--- src/rtl/network_mac_pkg.sv ---
// ============================================================================
// Module   : network_mac_pkg
// Brief    : Shared widths and the round/shift/saturate helper for the CNN MAC.
//            Optional macro: NETWORK_MAC_RELU_EN (fuses ReLU into saturation).
// Revision : 1.0
// ============================================================================
`default_nettype none

package network_mac_pkg;

    localparam int DEF_A_WIDTH    = 16;
    localparam int DEF_B_WIDTH    = 13;
    localparam int DEF_B_SIGNED   = 0;
    localparam int DEF_NUM_STAGE  = 3;
    localparam int DEF_ACC_WIDTH  = 40;
    localparam int DEF_FRAC_SHIFT = 12;
    localparam int DEF_OUT_WIDTH  = 16;

    // Compile with NETWORK_MAC_RELU_EN defined to clamp negative results to zero.
`ifdef NETWORK_MAC_RELU_EN
    localparam logic RELU_ENABLED = 1'b1;
`else
    localparam logic RELU_ENABLED = 1'b0;
`endif

    localparam int RSS_W = 128;
    localparam logic signed [RSS_W-1:0] RSS_ONE = {{(RSS_W-1){1'b0}}, 1'b1};

    // Packed as {value[RSS_W-1:0], ovf}; callers truncate to {dout, ovf}.
    typedef logic [RSS_W:0] rss_t;

    function automatic rss_t round_shift_sat(
        input logic signed [RSS_W-1:0] acc,
        input int                      shift,
        input int                      out_w,
        input logic                    relu
    );
        logic signed [RSS_W-1:0] bias;
        logic signed [RSS_W-1:0] r;
        logic signed [RSS_W-1:0] hi;
        logic signed [RSS_W-1:0] lo;
        logic signed [RSS_W-1:0] sat;
        logic                    ovf;
        bias = '0;
        if (shift > 0) begin
            bias = RSS_ONE <<< (shift - 1);
        end
        r = (acc + bias) >>> shift;
        if (relu && r[RSS_W-1]) begin
            r = '0;
        end
        hi  = (RSS_ONE <<< (out_w - 1)) - RSS_ONE;
        lo  = ~hi;
        sat = r;
        ovf = 1'b0;
        if (r > hi) begin
            sat = hi;
            ovf = 1'b1;
        end else if (r < lo) begin
            sat = lo;
            ovf = 1'b1;
        end
        return {sat, ovf};
    endfunction

endpackage

`default_nettype wire

--- src/rtl/network_mac_mul_pipe.sv ---
// ============================================================================
// Module   : network_mac_mul_pipe
// Brief    : NUM_STAGE-deep signed/unsigned multiplier with valid/first/last
//            side pipeline. Reusable by non-accumulating layers.
// Revision : 1.0
// ============================================================================
`default_nettype none

module network_mac_mul_pipe
    import network_mac_pkg::*;
#(
    parameter int A_WIDTH   = DEF_A_WIDTH,
    parameter int B_WIDTH   = DEF_B_WIDTH,
    parameter int B_SIGNED  = DEF_B_SIGNED,
    parameter int NUM_STAGE = DEF_NUM_STAGE,
    localparam int BE_WIDTH = B_WIDTH + ((B_SIGNED != 0) ? 0 : 1),
    localparam int PW       = A_WIDTH + BE_WIDTH
) (
    input  logic                      clk,
    input  logic                      reset_n,
    input  logic                      ce,
    input  logic                      in_valid,
    input  logic                      in_first,
    input  logic                      in_last,
    input  logic signed [A_WIDTH-1:0] din0,
    input  logic        [B_WIDTH-1:0] din1,
    output logic                      prod_valid,
    output logic                      prod_first,
    output logic                      prod_last,
    output logic signed [PW-1:0]      prod
);

    localparam int EXTRA = NUM_STAGE - 2;

    logic signed [BE_WIDTH-1:0] b_ext;
    logic signed [A_WIDTH-1:0]  a_d, a_q;
    logic signed [BE_WIDTH-1:0] b_d, b_q;
    logic signed [PW-1:0]       prod2_d, prod2_q;
    // Side-band bundles are {valid, first, last}.
    logic [2:0]                 side1_d, side1_q;
    logic [2:0]                 side2_d, side2_q;
    logic [2:0]                 side_out;

    if (B_SIGNED != 0) begin : g_b_signed
        assign b_ext = din1;
    end else begin : g_b_unsigned
        assign b_ext = {1'b0, din1};
    end

    always_comb begin
        a_d     = a_q;
        b_d     = b_q;
        side1_d = side1_q;
        prod2_d = prod2_q;
        side2_d = side2_q;
        if (ce) begin
            a_d     = din0;
            b_d     = b_ext;
            side1_d = {in_valid, in_valid & in_first, in_valid & in_last};
            prod2_d = PW'(a_q) * PW'(b_q);
            side2_d = side1_q;
        end
    end

    always_ff @(posedge clk or negedge reset_n) begin
        if (!reset_n) begin
            a_q     <= '0;
            b_q     <= '0;
            side1_q <= '0;
            prod2_q <= '0;
            side2_q <= '0;
        end else begin
            a_q     <= a_d;
            b_q     <= b_d;
            side1_q <= side1_d;
            prod2_q <= prod2_d;
            side2_q <= side2_d;
        end
    end

    if (EXTRA > 0) begin : g_extra
        logic signed [PW-1:0] pd_d [EXTRA];
        logic signed [PW-1:0] pd_q [EXTRA];
        logic [2:0]           sd_d [EXTRA];
        logic [2:0]           sd_q [EXTRA];

        always_comb begin
            for (int i = 0; i < EXTRA; i++) begin
                pd_d[i] = pd_q[i];
                sd_d[i] = sd_q[i];
            end
            if (ce) begin
                pd_d[0] = prod2_q;
                sd_d[0] = side2_q;
                for (int i = 1; i < EXTRA; i++) begin
                    pd_d[i] = pd_q[i-1];
                    sd_d[i] = sd_q[i-1];
                end
            end
        end

        always_ff @(posedge clk or negedge reset_n) begin
            if (!reset_n) begin
                for (int i = 0; i < EXTRA; i++) begin
                    pd_q[i] <= '0;
                    sd_q[i] <= '0;
                end
            end else begin
                for (int i = 0; i < EXTRA; i++) begin
                    pd_q[i] <= pd_d[i];
                    sd_q[i] <= sd_d[i];
                end
            end
        end

        assign prod     = pd_q[EXTRA-1];
        assign side_out = sd_q[EXTRA-1];
    end else begin : g_no_extra
        assign prod     = prod2_q;
        assign side_out = side2_q;
    end

    assign prod_valid = side_out[2];
    assign prod_first = side_out[1];
    assign prod_last  = side_out[0];

endmodule

`default_nettype wire

--- src/rtl/network_mac_pipe.sv ---
// ============================================================================
// Module   : network_mac_pipe
// Brief    : Pipelined framed multiply-accumulate with round/shift/saturate.
//            Optional macro: NETWORK_MAC_RELU_EN (negative results forced to 0).
// Revision : 1.0
// ============================================================================
`default_nettype none

module network_mac_pipe
    import network_mac_pkg::*;
#(
    parameter int A_WIDTH    = DEF_A_WIDTH,
    parameter int B_WIDTH    = DEF_B_WIDTH,
    parameter int B_SIGNED   = DEF_B_SIGNED,
    parameter int NUM_STAGE  = DEF_NUM_STAGE,
    parameter int ACC_WIDTH  = DEF_ACC_WIDTH,
    parameter int FRAC_SHIFT = DEF_FRAC_SHIFT,
    parameter int OUT_WIDTH  = DEF_OUT_WIDTH
) (
    input  logic                        clk,
    input  logic                        reset_n,
    input  logic                        ce,
    input  logic                        in_valid,
    input  logic                        in_first,
    input  logic                        in_last,
    input  logic signed [A_WIDTH-1:0]   din0,
    input  logic        [B_WIDTH-1:0]   din1,
    output logic                        out_valid,
    output logic signed [OUT_WIDTH-1:0] dout,
    output logic                        ovf
);

    localparam int PW = A_WIDTH + B_WIDTH + ((B_SIGNED != 0) ? 0 : 1);

    logic                        prod_valid;
    logic                        prod_first;
    logic                        prod_last;
    logic signed [PW-1:0]        prod;
    logic signed [ACC_WIDTH-1:0] prod_ext;
    logic signed [ACC_WIDTH-1:0] acc_d, acc_q;
    logic                        fin_d, fin_q;
    logic                        out_valid_d, out_valid_q;
    logic signed [OUT_WIDTH-1:0] dout_d, dout_q;
    logic                        ovf_d, ovf_q;

    network_mac_mul_pipe #(
        .A_WIDTH   (A_WIDTH),
        .B_WIDTH   (B_WIDTH),
        .B_SIGNED  (B_SIGNED),
        .NUM_STAGE (NUM_STAGE)
    ) u_mul (
        .clk        (clk),
        .reset_n    (reset_n),
        .ce         (ce),
        .in_valid   (in_valid),
        .in_first   (in_first),
        .in_last    (in_last),
        .din0       (din0),
        .din1       (din1),
        .prod_valid (prod_valid),
        .prod_first (prod_first),
        .prod_last  (prod_last),
        .prod       (prod)
    );

    assign prod_ext = ACC_WIDTH'(prod);

    // fin_q marks that acc_q now holds a completed frame; the output stage
    // consumes it on the next ce-cycle, so a new frame may start immediately.
    always_comb begin
        acc_d       = acc_q;
        fin_d       = fin_q;
        out_valid_d = out_valid_q;
        dout_d      = dout_q;
        ovf_d       = ovf_q;
        if (ce) begin
            if (prod_valid) begin
                acc_d = prod_first ? prod_ext : (acc_q + prod_ext);
            end
            fin_d       = prod_valid & prod_last;
            out_valid_d = fin_q;
            if (fin_q) begin
                {dout_d, ovf_d} = (OUT_WIDTH + 1)'(round_shift_sat(
                    RSS_W'(acc_q), FRAC_SHIFT, OUT_WIDTH, RELU_ENABLED));
            end
        end
    end

    always_ff @(posedge clk or negedge reset_n) begin
        if (!reset_n) begin
            acc_q       <= '0;
            fin_q       <= 1'b0;
            out_valid_q <= 1'b0;
            dout_q      <= '0;
            ovf_q       <= 1'b0;
        end else begin
            acc_q       <= acc_d;
            fin_q       <= fin_d;
            out_valid_q <= out_valid_d;
            dout_q      <= dout_d;
            ovf_q       <= ovf_d;
        end
    end

    assign out_valid = out_valid_q;
    assign dout      = dout_q;
    assign ovf       = ovf_q;

endmodule

`default_nettype wire
--- config.mk ---
export PLATFORM = sky130hd
export DESIGN_NAME = network_mac_pipe
export DESIGN_NICKNAME = d
export VERILOG_FILES = /design/src/rtl/network_mac_pkg.sv /design/src/rtl/network_mac_mul_pipe.sv /design/src/rtl/network_mac_pipe.sv
export SDC_FILE = /design/constraint.sdc
export NUM_CORES = 1
export LEC_CHECK = 0
export CORE_UTILIZATION = 35
export DETAILED_ROUTE_END_ITERATION = 12
export HOLD_SLACK_MARGIN = 0.05
export PLACE_DENSITY_LB_ADDON = 0.2
export SLEW_MARGIN = 10
export SYNTH_ARGS = -nofsm -noshare
export SYNTH_HDL_FRONTEND = slang
export SYNTH_SLANG_ARGS = --single-unit
--- constraint.sdc ---
create_clock -name clk -period 16.3 [get_ports clk]
set_input_delay 1.63 -clock clk [delete_from_list [all_inputs] [get_ports clk]]
set_output_delay 1.63 -clock clk [all_outputs]
set_load 0.01 [all_outputs]
======== Word level (Yosys, flattened, before mapping) ========
Cells that the tools add are included.
operators by class
  bitwise operators ....................... 3
  add/subtract/negate cells ............... 2
  multiplexer cells ....................... 7
  multiply operators ...................... 1
  reduce and logical (&&, ||, !) cells .... 2
  order comparisons ....................... 2
operators by type and width
  cell                   number
  $mux 128               2
  $add 40x128->128       1
  $gt 116x16->1 const B  1
  $lt 116x16->1 const B  1
  $add 40x30->40         1
  $mux 40                1
  $mux 16                2
  $mul 16x14->30         1
  $reduce_and 2->1       2
  $and 1x1->1            3
  $mux 1                 2
word-level totals
  output and inout bits ................... 18
  input bits .............................. 35
  logic and storage cells ................. 29
  flip-flop bits (word level) ............. 157

======== Depth between registers and ports, before layout ========
  depth in word-level cells ............... 6
  depth in mapped cells ................... 24
  mapped depth without buffers ............ 23

======== Hierarchy ========
From an unflattened synthesis, not the netlist that was laid out.
second synthesis, totals
  cell total of the unflattened synthesis .. 1874
  area, all modules ....................... 17623.2 um^2
by module, submodules not included
  module                times used  sequential area each (um^2)  cells each  area an instance (um^2)
  network_mac_mul_pipe  1           2452.4                       1144        11698.7
  network_mac_pipe      1           1476.4                       730         5924.4

======== Least setup slack after synthesis ========
No wires, ideal clock.
  kind .................................... register to register
  from .................................... register u_mul.b_q[2]
  to ...................................... register u_mul.prod2_q[28]
  path buffers ............................ 1
  period minus slack after synthesis ...... 6.136 ns
  path slack .............................. 10.164 ns
  data arrival time ....................... 6.011 ns
  cell stages (with the launch flop) ...... 23
  data required time ...................... 16.175 ns
  setup time .............................. 0.125 ns
  path through ............................ dfrtp_1 clkbuf_1 and2_1 fa_1 inv_1 fa_1 inv_1 fa_1 fa_1 fa_1 inv_1 fa_1 inv_1 ha_1 a21o_1 a21o_1 a221oi_1 o21ai_1 a211oi_1 o311ai_0 a21oi_1 xnor2_1 mux2_2
on the way
  word-level cells in the longest chain between the ends .. 1
ends and longest elaborated chain
  element                 line                        RTL
  start, declared         network_mac_mul_pipe.sv:37  logic signed [BE_WIDTH-1:0] b_d, b_q;
  start signal, assigned  network_mac_mul_pipe.sv:68  b_q <= '0;
  start signal, assigned  network_mac_mul_pipe.sv:74  b_q <= b_d;
  $mul 16x14->30          network_mac_mul_pipe.sv:60  prod2_d = PW'(a_q) * PW'(b_q);
  end signal, assigned    network_mac_mul_pipe.sv:76  prod2_q <= prod2_d;
  end, declared           network_mac_mul_pipe.sv:38  logic signed [PW-1:0] prod2_d, prod2_q;
Every way passes these cells.
A chain may end at the register's enable or synchronous reset.

======== Final worst setup path ========
  from .................................... register u_mul.a_q[6]
  to ...................................... register u_mul.prod2_q[28]
on the way
  word-level cells in the longest chain between the ends .. 1
ends and longest elaborated chain
  element                 line                        RTL
  start, declared         network_mac_mul_pipe.sv:36  logic signed [A_WIDTH-1:0] a_d, a_q;
  start signal, assigned  network_mac_mul_pipe.sv:67  a_q <= '0;
  start signal, assigned  network_mac_mul_pipe.sv:73  a_q <= a_d;
  $mul 16x14->30          network_mac_mul_pipe.sv:60
Every way passes these cells.

==> metrics.md <==
| Metric | Value |
|---|---|
| Crit Reg-Reg Startpoint | u_mul.a_q[6]$_DFFE_PN0P_ |
| Vias | 13.0k |
| R2r endpoint | u_mul.prod2_q[28]$_DFFE_PN0P_ |
| Iteration-0 DRC Markers | 657 |
| DRT antenna net count | 0 |
| Post-synth EDFFs | 0 |
| Initial core utilization | 35.5% |
| Die width | 228 µm |
| Syn nets | 2290 |
| Clock skew | 0.0145 ns |
| Most used DFF post-synth | dfrtp_1 |
| Yosys top cell area share | 22.8% |
| Mapped Area | 17800 µm² |
| Crit path DAT | 7.01 ns |
| Synth area leader | fa_1 |
| Clk slew on worst S/H paths | 0.08 ns |
| I/O Buffers | 52 |
| Initial antenna violation count | 0 |
| Hold Crit Depth | 2 |
| DP Wirelength | 32.5 mm |
| Hold Buf Count CTS | 0 |
| Max incr delay on CP | 0.57 ns |
| Number of synthesized register bits | 157 |
| Synth area leaders | fa_1 (23%), dfrtp_1 (22%), ha_1 (9.7%) |
| Top-count cell post-synth | inv_1 |
| Critical Path RT | 16.66 ns |
| Max Root-Sink Buffers | 2 |
| Seq/Total Area, Yosys | 22.0% |
| Final Cycle Share | 40.8% |
| Max_slew headroom | 29.9% |
| Yosys warning count | 0 |
| TritonCTS Sinks | 157 |
| Worst Setup End Kind | flop |
| Clock root buffer | clkbuf_16 |
| Pin count of the biggest net entering global routing | 102 |
| Area growth from synthesis to layout | 9.53% |
| Startpoint Class | flop |
| Unrepaired setup endpoints after global routing | no |
| Placed cell area | 19000 µm² |
| GR Overflow Total | 0 |
| Vias/cell | 5.01 |
| Routed length per instance | 15.9 µm |
| Fin. Hold Viols | 0 |
| Max Slew Vio Count | 0 |
| Final Core Density | 38.9% |
| Setup CP Type | flop to flop |
| Worst hold start | ovf$_DFFE_PN0P_ |
| Total CTS buffers | 17 |
| Post-Syn Instances | 1913 |
| Status | finished clean |
| Clk Latency, worst-skew pair | 0.47 ns |
| Finished Cell Area | 19500 µm² |
| # rows | 82 |
| GP Congestion | 0.859 |
| DRT Pass-1 Iters | 7 |
| Final nets | 2285 |
| Number of global-route vias before repair | 13.6k |
| Post-cts sizing count | 0 |
| Register-to-Register Path Depth | 23 |
| Final setup TNS | 0 ns |
| MaxCap Viol Count | 0 |
| Global-route wire length before repair | 70.7 mm |
| Remaining DRCs | 0 |
| Aggregate routed wire length | 41.3 mm |
| Die ar. | 51900 µm² |
| CTS tree | yes |
| Die height | 228 µm |
| Worst path slowest cell | dfrtp_1 |
| Hold slack | 0.479 ns |
| GR Util All Layers | 16.7% |
| Worst Path Max Fanout | 14 |
| Synth async-reset ratio | 100% |
| I/O pin cnt | 53 |
| Tightest Pin Transition | 1.05 ns |
| Post-CTS setup buffers | 0 |
| Hold endpoint | ovf$_DFFE_PN0P_ |
| Worst hold path class | flop to flop |
| CORE AREA | 50300 µm² |
| Crit path cell chain | and2_1 > fa_1 > inv_1 > fa_1 > inv_1 > fa_1 > inv_1 > fa_1 > inv_1 > fa_1 > inv_1 > fa_1 > inv_1 > ha_1 > o21a_1 > o21a_1 > o22ai_1 > o21ai_1 > a211oi_1 > o311ai_0 > a21oi_1 > xnor2_1 > mux2_2 |
| CTS H-tree depth | 4 |
| FMAX | 150 MHz |
| Period minus WS final | 6.65 ns |
| Unique masters post-synth | 73 |
| Flop-to-flop setup slack | 9.65 ns |
| Final setup fails | 0 |
| Antenna diode count | 0 |
| Post-synth top cells | inv_1 (268), fa_1 (203), nand2_1 (194) |
| Layout cells sized above 1 | 8.07% |
| Avg Cell Area, Syn | 9.33 µm² |
## area by class of cell
type / instances / area [µm²]
inverters: 268 / 1010
multi-input cells: 1402 / 12600
clock buffers: 18 / 439
well taps: 672 / 841
clock inverters: 14 / 154
fillers: 5084 / 30700
repair buffers: 62 / 594
flip-flops and latches: 157 / 3930
## critical path, delay by kind of cell (launching register included)
kind	cells	cell delay, ns
xor gates and xnor gates	1	0.09
DFF	1	0.57
buffers and inverters	6	0.30
AOI/OAI and AO/OA	7	1.65
muxes	1	0.26
and+or+nand+nor	1	0.28
adders and majority gates	7	3.39
## layer usage
layer	track usage [%]	vias to the layer above	part of all wire, %
li1	-	6377	-
met1	21.5	6442	47
met2	29.0	141	49
met3	2.96	39	2.4
met4	4.18	0	1.7
met5	0	-	0
## cells in the final DEF (no fill, tap or decap), types with 50 or more instances in the layout
cell,count
a21oi_1,98
dfrtp_1,156
clkdlybuf4s50_1,50
xnor2_1,55
nand2_1,193
o21ai_0,64
fa_1,203
ha_1,139
mux2_2,89
inv_1,268
and2_1,117
nor2_1,65
nand3_1,59
## logic make-up after synthesis
kind of cell,Yosys count,synth area share (%)
AND/OR/NAND/NOR,565,16.3
buffers and inverters,354,7.55
adder cells (fa/ha/maj),342,32.5
AO/OA/AOI/OAI,316,11.5
flip-flops,157,22.0
multiplexers,97,6.07
XOR/XNOR,82,4.02
## flip-flops by register name, summed over array words and instances, names as in the netlist
name,flops
fin_q,1
dout,16
acc_q,40
u_mul.side2_q,3
u_mul.b_q,13
ovf,1
u_mul.g_extra.sd_q,3
u_mul.prod2_q,30
out_valid,1
u_mul.prod,30
u_mul.a_q,16
u_mul.side1_q,3
## per-stage QoR
step	cells	worst slack (ns)
3_5_place_dp	2561	9.60
3_3_place_gp	2561	9.69
4_1_cts	2593	9.58
5_1_grt	2593	9.22
6_report	2593	9.65
2_1_floorplan	1913	10.16
## worst max-delay path by stage
stage | start | to | slack [ns] | depth (start not counted)
floorplan | u_mul.b_q[2]$_DFFE_PN0P_ | u_mul.prod2_q[28]$_DFFE_PN0P_ | 10.16 | 22
global placement | u_mul.a_q[5]$_DFFE_PN0P_ | u_mul.prod2_q[28]$_DFFE_PN0P_ | 9.69 | 23
detailed placement | u_mul.a_q[6]$_DFFE_PN0P_ | u_mul.prod2_q[28]$_DFFE_PN0P_ | 9.60 | 23
CTS | u_mul.a_q[6]$_DFFE_PN0P_ | u_mul.prod2_q[28]$_DFFE_PN0P_ | 9.58 | 23
global route | u_mul.a_q[5]$_DFFE_PN0P_ | u_mul.prod2_q[28]$_DFFE_PN0P_ | 9.22 | 23
finish | u_mul.a_q[6]$_DFFE_PN0P_ | u_mul.prod2_q[28]$_DFFE_PN0P_ | 9.65 | 23
Power is left out: the tool's default activity adds up to more than one toggle a clock period on the data nets, which glitch-free logic cannot reach.
